===== config.mk =====
export PLATFORM = sky130hd
export DESIGN_NAME = mem_port_arbiter
export DESIGN_NICKNAME = d
export VERILOG_FILES = /design/src/rtl/mem_arb_pkg.sv /design/src/rtl/mem_arb_pick.sv /design/src/rtl/mem_port_arbiter.sv
export SDC_FILE = /design/constraint.sdc
export NUM_CORES = 1
export LEC_CHECK = 0
export ABC_AREA = 1
export CAP_MARGIN = 40
export CORE_UTILIZATION = 40
export DETAILED_ROUTE_END_ITERATION = 12
export PLACE_DENSITY = 0.86
export SYNTH_ARGS = -nofsm -noshare
export SYNTH_HDL_FRONTEND = slang
export SYNTH_SLANG_ARGS = --single-unit

===== constraint.sdc =====
create_clock -name clk -period 10.1 [get_ports clk]
set_input_delay 2.02 -clock clk [delete_from_list [all_inputs] [get_ports clk]]
set_output_delay 2.02 -clock clk [all_outputs]
set_load 0.02 [all_outputs]

===== src/rtl/mem_arb_pkg.sv =====
// mem_arb_pkg: state and owner encodings shared by mem_port_arbiter and mem_arb_pick.
package mem_arb_pkg;
  typedef enum logic [1:0] {IDLE, ISSUE, WAIT} state_e;
  localparam logic OWN_IF = 1'b0;
  localparam logic OWN_D  = 1'b1;
endpackage


===== src/rtl/mem_arb_pick.sv =====
// mem_arb_pick: grant decision between IF and data; MEM_ARB_STARVE_GUARD_EN adds the IF starvation guard.
module mem_arb_pick
  import mem_arb_pkg::*;
#(
  parameter int STARVE_MAX = 4
) (
  input  logic clk,
  input  logic reset,
  input  logic idle,
  input  logic if_req_valid,
  input  logic d_req_valid,
  output logic pick
);
`ifdef MEM_ARB_STARVE_GUARD_EN
  logic [2:0] cnt_q, cnt_d;
  logic force_if;
  // counts data grants that made a waiting fetch lose
  always_comb begin
    force_if = if_req_valid && cnt_q == 3'(STARVE_MAX);
    pick = (d_req_valid && !force_if) ? OWN_D : OWN_IF;
    cnt_d = cnt_q;
    if (idle && if_req_valid) cnt_d = (pick == OWN_D) ? cnt_q + 3'd1 : 3'd0;
  end
  always_ff @(posedge clk or posedge reset) begin
    if (reset) cnt_q <= '0;
    else cnt_q <= cnt_d;
  end
`else
  logic unused;
  assign unused = ^{clk, reset, idle, if_req_valid};
  assign pick = d_req_valid ? OWN_D : OWN_IF;
`endif
endmodule


===== src/rtl/mem_port_arbiter.sv =====
// mem_port_arbiter: shares one memory port between IF and data requesters, one transaction in flight.
// Define MEM_ARB_STARVE_GUARD_EN to force an IF grant after STARVE_MAX contested data grants.
module mem_port_arbiter
  import mem_arb_pkg::*;
#(
  parameter int ADDR_W     = 32,
  parameter int DATA_W     = 32,
  parameter int STARVE_MAX = 4
) (
  input  logic                clk,
  input  logic                reset,
  input  logic                if_req_valid,
  input  logic [ADDR_W-1:0]   if_req_addr,
  output logic                if_req_ready,
  output logic                if_rsp_valid,
  output logic [DATA_W-1:0]   if_rsp_data,
  input  logic                d_req_valid,
  input  logic                d_req_we,
  input  logic [ADDR_W-1:0]   d_req_addr,
  input  logic [DATA_W-1:0]   d_req_wdata,
  input  logic [DATA_W/8-1:0] d_req_be,
  output logic                d_req_ready,
  output logic                d_rsp_valid,
  output logic [DATA_W-1:0]   d_rsp_data,
  output logic                mem_req_valid,
  output logic                mem_req_we,
  output logic [ADDR_W-1:0]   mem_req_addr,
  output logic [DATA_W-1:0]   mem_req_wdata,
  output logic [DATA_W/8-1:0] mem_req_be,
  input  logic                mem_rsp_valid,
  input  logic [DATA_W-1:0]   mem_rsp_data,
  output logic                owner
);
  state_e state_q, state_d;
  logic owner_q, owner_d, req_valid_q, req_valid_d, we_q, we_d;
  logic [ADDR_W-1:0] addr_q, addr_d;
  logic [DATA_W-1:0] wdata_q, wdata_d, if_data_q, if_data_d, d_data_q, d_data_d;
  logic [DATA_W/8-1:0] be_q, be_d;
  logic if_rsp_q, if_rsp_d, d_rsp_q, d_rsp_d;
  logic pick, idle, if_acc, d_acc;
  assign idle = state_q == IDLE;
  mem_arb_pick #(.STARVE_MAX(STARVE_MAX)) u_pick (
    .clk(clk), .reset(reset), .idle(idle),
    .if_req_valid(if_req_valid), .d_req_valid(d_req_valid), .pick(pick)
  );
  always_comb begin
    if_req_ready = idle && !reset && pick == OWN_IF;
    d_req_ready = idle && !reset && pick == OWN_D;
    if_acc = if_req_valid && if_req_ready;
    d_acc = d_req_valid && d_req_ready;
    state_d = state_q;
    owner_d = owner_q;
    req_valid_d = 1'b0;
    we_d = we_q;
    addr_d = addr_q;
    wdata_d = wdata_q;
    be_d = be_q;
    if_rsp_d = 1'b0;
    d_rsp_d = 1'b0;
    if_data_d = if_data_q;
    d_data_d = d_data_q;
    case (state_q)
      IDLE: if (if_acc || d_acc) begin
        state_d = ISSUE;
        owner_d = d_acc ? OWN_D : OWN_IF;
        req_valid_d = 1'b1;
        we_d = d_acc && d_req_we;
        addr_d = d_acc ? d_req_addr : if_req_addr;
        wdata_d = d_acc ? d_req_wdata : '0;
        be_d = d_acc ? d_req_be : '1;
      end
      ISSUE: state_d = WAIT;
      WAIT: if (mem_rsp_valid) begin
        state_d = IDLE;
        if_rsp_d = owner_q == OWN_IF;
        d_rsp_d = owner_q == OWN_D;
        if_data_d = (owner_q == OWN_IF) ? mem_rsp_data : if_data_q;
        // stores are acknowledged with zero data
        d_data_d = (owner_q == OWN_D) ? (we_q ? '0 : mem_rsp_data) : d_data_q;
      end
      default: state_d = IDLE;
    endcase
  end
  always_ff @(posedge clk or posedge reset) begin
    if (reset) begin
      state_q <= IDLE;
      owner_q <= OWN_IF;
      req_valid_q <= 1'b0;
      we_q <= 1'b0;
      addr_q <= '0;
      wdata_q <= '0;
      be_q <= '0;
      if_rsp_q <= 1'b0;
      d_rsp_q <= 1'b0;
      if_data_q <= '0;
      d_data_q <= '0;
    end else begin
      state_q <= state_d;
      owner_q <= owner_d;
      req_valid_q <= req_valid_d;
      we_q <= we_d;
      addr_q <= addr_d;
      wdata_q <= wdata_d;
      be_q <= be_d;
      if_rsp_q <= if_rsp_d;
      d_rsp_q <= d_rsp_d;
      if_data_q <= if_data_d;
      d_data_q <= d_data_d;
    end
  end
  assign owner = owner_q;
  assign mem_req_valid = req_valid_q;
  assign mem_req_we = we_q;
  assign mem_req_addr = addr_q;
  assign mem_req_wdata = wdata_q;
  assign mem_req_be = be_q;
  assign if_rsp_valid = if_rsp_q;
  assign if_rsp_data = if_data_q;
  assign d_rsp_valid = d_rsp_q;
  assign d_rsp_data = d_data_q;
endmodule


==> impl_metrics.tcl <==
set metrics [dict create \
    run_status "finished, final reports clean" \
    worst_setup_path_start_kind "primary input" \
    synth_top_cell_area_share 0.586 \
    setup_violations 0 \
    grt_pass1_vias 5466 \
    cp.required_ps 8080 \
    num_io_pins 277 \
    area_growth_pct 59.2 \
    rsz0062_at_grt "no" \
    crit_arrival_ps 4120 \
    antenna_found_initial 0 \
    antenna_cells 0 \
    cts_tree "yes" \
    leakage_uw 0.00477 \
    routed_wl_um 17300 \
    drv_cap 0 \
    drt_first_iter_violations 264 \
    htree_levels 4 \
    num_vias 5717 \
    post-route-period-util 0.608 \
    gp_congestion 0.798 \
    path_clk_slew_ps 60 \
    ys.warnings.count 0 \
    layout.nets 1131 \
    clockRootBuffer "clkbuf_16" \
    drive_gt1_frac 0.0477 \
    grt_max_degree 75 \
    tns_ps 0 \
    die_w_um 124 \
    postSynthCellCount 731 \
    post_cts_buffers 0 \
    vdd_drop_max_v 0.000138 \
    io_buffers 276 \
    synth_seq_area_share 0.586 \
    clkLatencyLatePin_ps 410 \
    drtAntennaViolNets 0 \
    synth_cell_types 17 \
    tightest_slew_ps 844 \
    grt_pass1_wl_um 26400 \
    cts_sinks 139 \
    routed_via_density 4.80 \
    slew_headroom 0.438 \
    skew_ps 9.36 \
    yosys-top-cells-area "dfrtp_1 (59%), nand2_1 (23%), inv_1 (4.2%), nand4_1 (3.4%), nand3_1 (2.9%)" \
    cp-end-kind "output port" \
    slew_viol_final 0 \
    ys_ff_latch 139 \
    numCtsBuffers 17 \
    rows 44 \
    final_util 0.651 \
    core_area_um2 14500 \
    power_density_nw_per_um2 310 \
    dr.pass1.iters 4 \
    period_needed_ps 6140 \
    synth_nets 869 \
    drc 0 \
    clockBufferDepth 2 \
    grt-ovfl-total 0 \
    gr-usage-all-layers 0.228 \
    dp_hpwl_um 12000 \
    fin_area_um2 9460 \
    dieArea_um2 15300 \
    synthesis.area_um2 5940 \
    fmax_ghz 0.163 \
    hp-class "reg2reg" \
    synth_top_area_cell "dfrtp_1" \
    placed_area_um2 8870 \
    die_h_um 124 \
    hold_buffers 0 \
    worst-path-max-fanout 35 \
    wl_per_cell_um 14.6 \
    hold_viol_final 0 \
    syn_avg_cell_area_um2 8.12 \
    cts-resized-gates 0 \
    start_util 0.409 \
    path_class "in2out" \
]
[synth_stat cells]
master and number:
buf_1 1, buf_2 18, buf_4 1, buf_6 4, clkbuf_1 20, clkinv_1 2
dfrtp_1 139, inv_1 67, inv_2 3, nand2_1 362, nand3_1 35, nand4_1 32
nor2_1 7, nor2_2 1, nor2_4 1, o21ai_0 24, o21ai_1 14
[metal layers]
layer,track usage,routed length [um],up-vias
met5,0,0,-
met4,0.0934,468,0
met3,0.0824,1570,32
met2,0.387,8480,249
met1,0.258,6830,2662
li1,-,-,2774
[worst paths after layout]
check,end,slack [ps],from,depth (start not counted)
max reg2reg,mem_req_addr[13],7270,state_q[0],8
max,d_req_ready,3960,d_req_valid,6
max in group asynchronous,mem_req_wdata[19],7030,reset,3
min reg2reg,mem_req_wdata[28],470,mem_req_wdata[28],2
min,mem_req_wdata[28],470,mem_req_wdata[28],2
min in group asynchronous,mem_req_addr[19],1940,reset,2
[layout by cell type, fill, tap and decap left out]
| cell type | count |
|---|---|
| buf_12 | 2 |
| buf_16 | 2 |
| buf_4 | 7 |
| bufinv_16 | 1 |
| clkbuf_1 | 2 |
| clkbuf_16 | 17 |
| clkbuf_8 | 5 |
| clkdlybuf4s50_1 | 276 |
| clkinv_1 | 1 |
| clkinv_2 | 2 |
| clkinv_4 | 2 |
| clkinvlp_4 | 1 |
| dfrtp_1 | 139 |
| inv_1 | 67 |
| inv_2 | 3 |
| inv_6 | 3 |
| nand2_1 | 362 |
| nand3_1 | 34 |
| nand3_2 | 1 |
| nand4_1 | 32 |
| nor2_1 | 7 |
| nor2_4 | 2 |
| o21ai_0 | 24 |
| o21ai_1 | 14 |
[critical path: stages]
cell and delay (ps):
clkdlybuf4s50_1 450, buf_4 350, nand3_1 150, clkinv_1 320, buf_16 200, clkdlybuf4s50_1 610
[cell type report]
class                           count  area [um^2]
Fill cell                        1191         5080
Sequential cell                   139         3480
Timing Repair Buffer              287         2910
Multi-Input combinational cell    476         1980
Clock buffer                       24          502
Inverter                           72          275
Tap cell                          184          230
Clock inverter                      8         82.6
[power breakdown]
group          switching [uW]  total (uW)  internal, uW
logic                     752        1370           620
clock network             233         606           373
registers                 141         953           812
total                    1130        2930          1810
[flip-flops by register name (all words and copies together), names as in the netlist]
| signal | count |
|---|---|
| mem_req_addr | 32 |
| d_rsp_data | 32 |
| d_rsp_valid | 1 |
| if_rsp_valid | 1 |
| mem_req_we | 1 |
| mem_req_valid | 1 |
| mem_req_be | 4 |
| mem_req_wdata | 32 |
| state_q | 2 |
| if_rsp_data | 32 |
| owner | 1 |
[kinds of logic (layout without fill, tap and decap cells)]
group	count (synthesis)	in the layout	synth area share
compound gates	38	38	0.0320
buf+inv	116	391	0.0828
flops	139	139	0.586
simple gates	438	438	0.299
[metrics by stage]
stage                     power (uW)  worst slack (ps)  cells  hold slack, ps
final                           2930              3960   1190             468
after global placement          2280              3610   1154             453
after CTS                       2960              3940   1190             473
after global routing            3110              3800   1190             484
after floorplan                 1630              2370    731             577
after detailed placement        2340              3940   1158             457
Power figures use the tool's default switching activity.
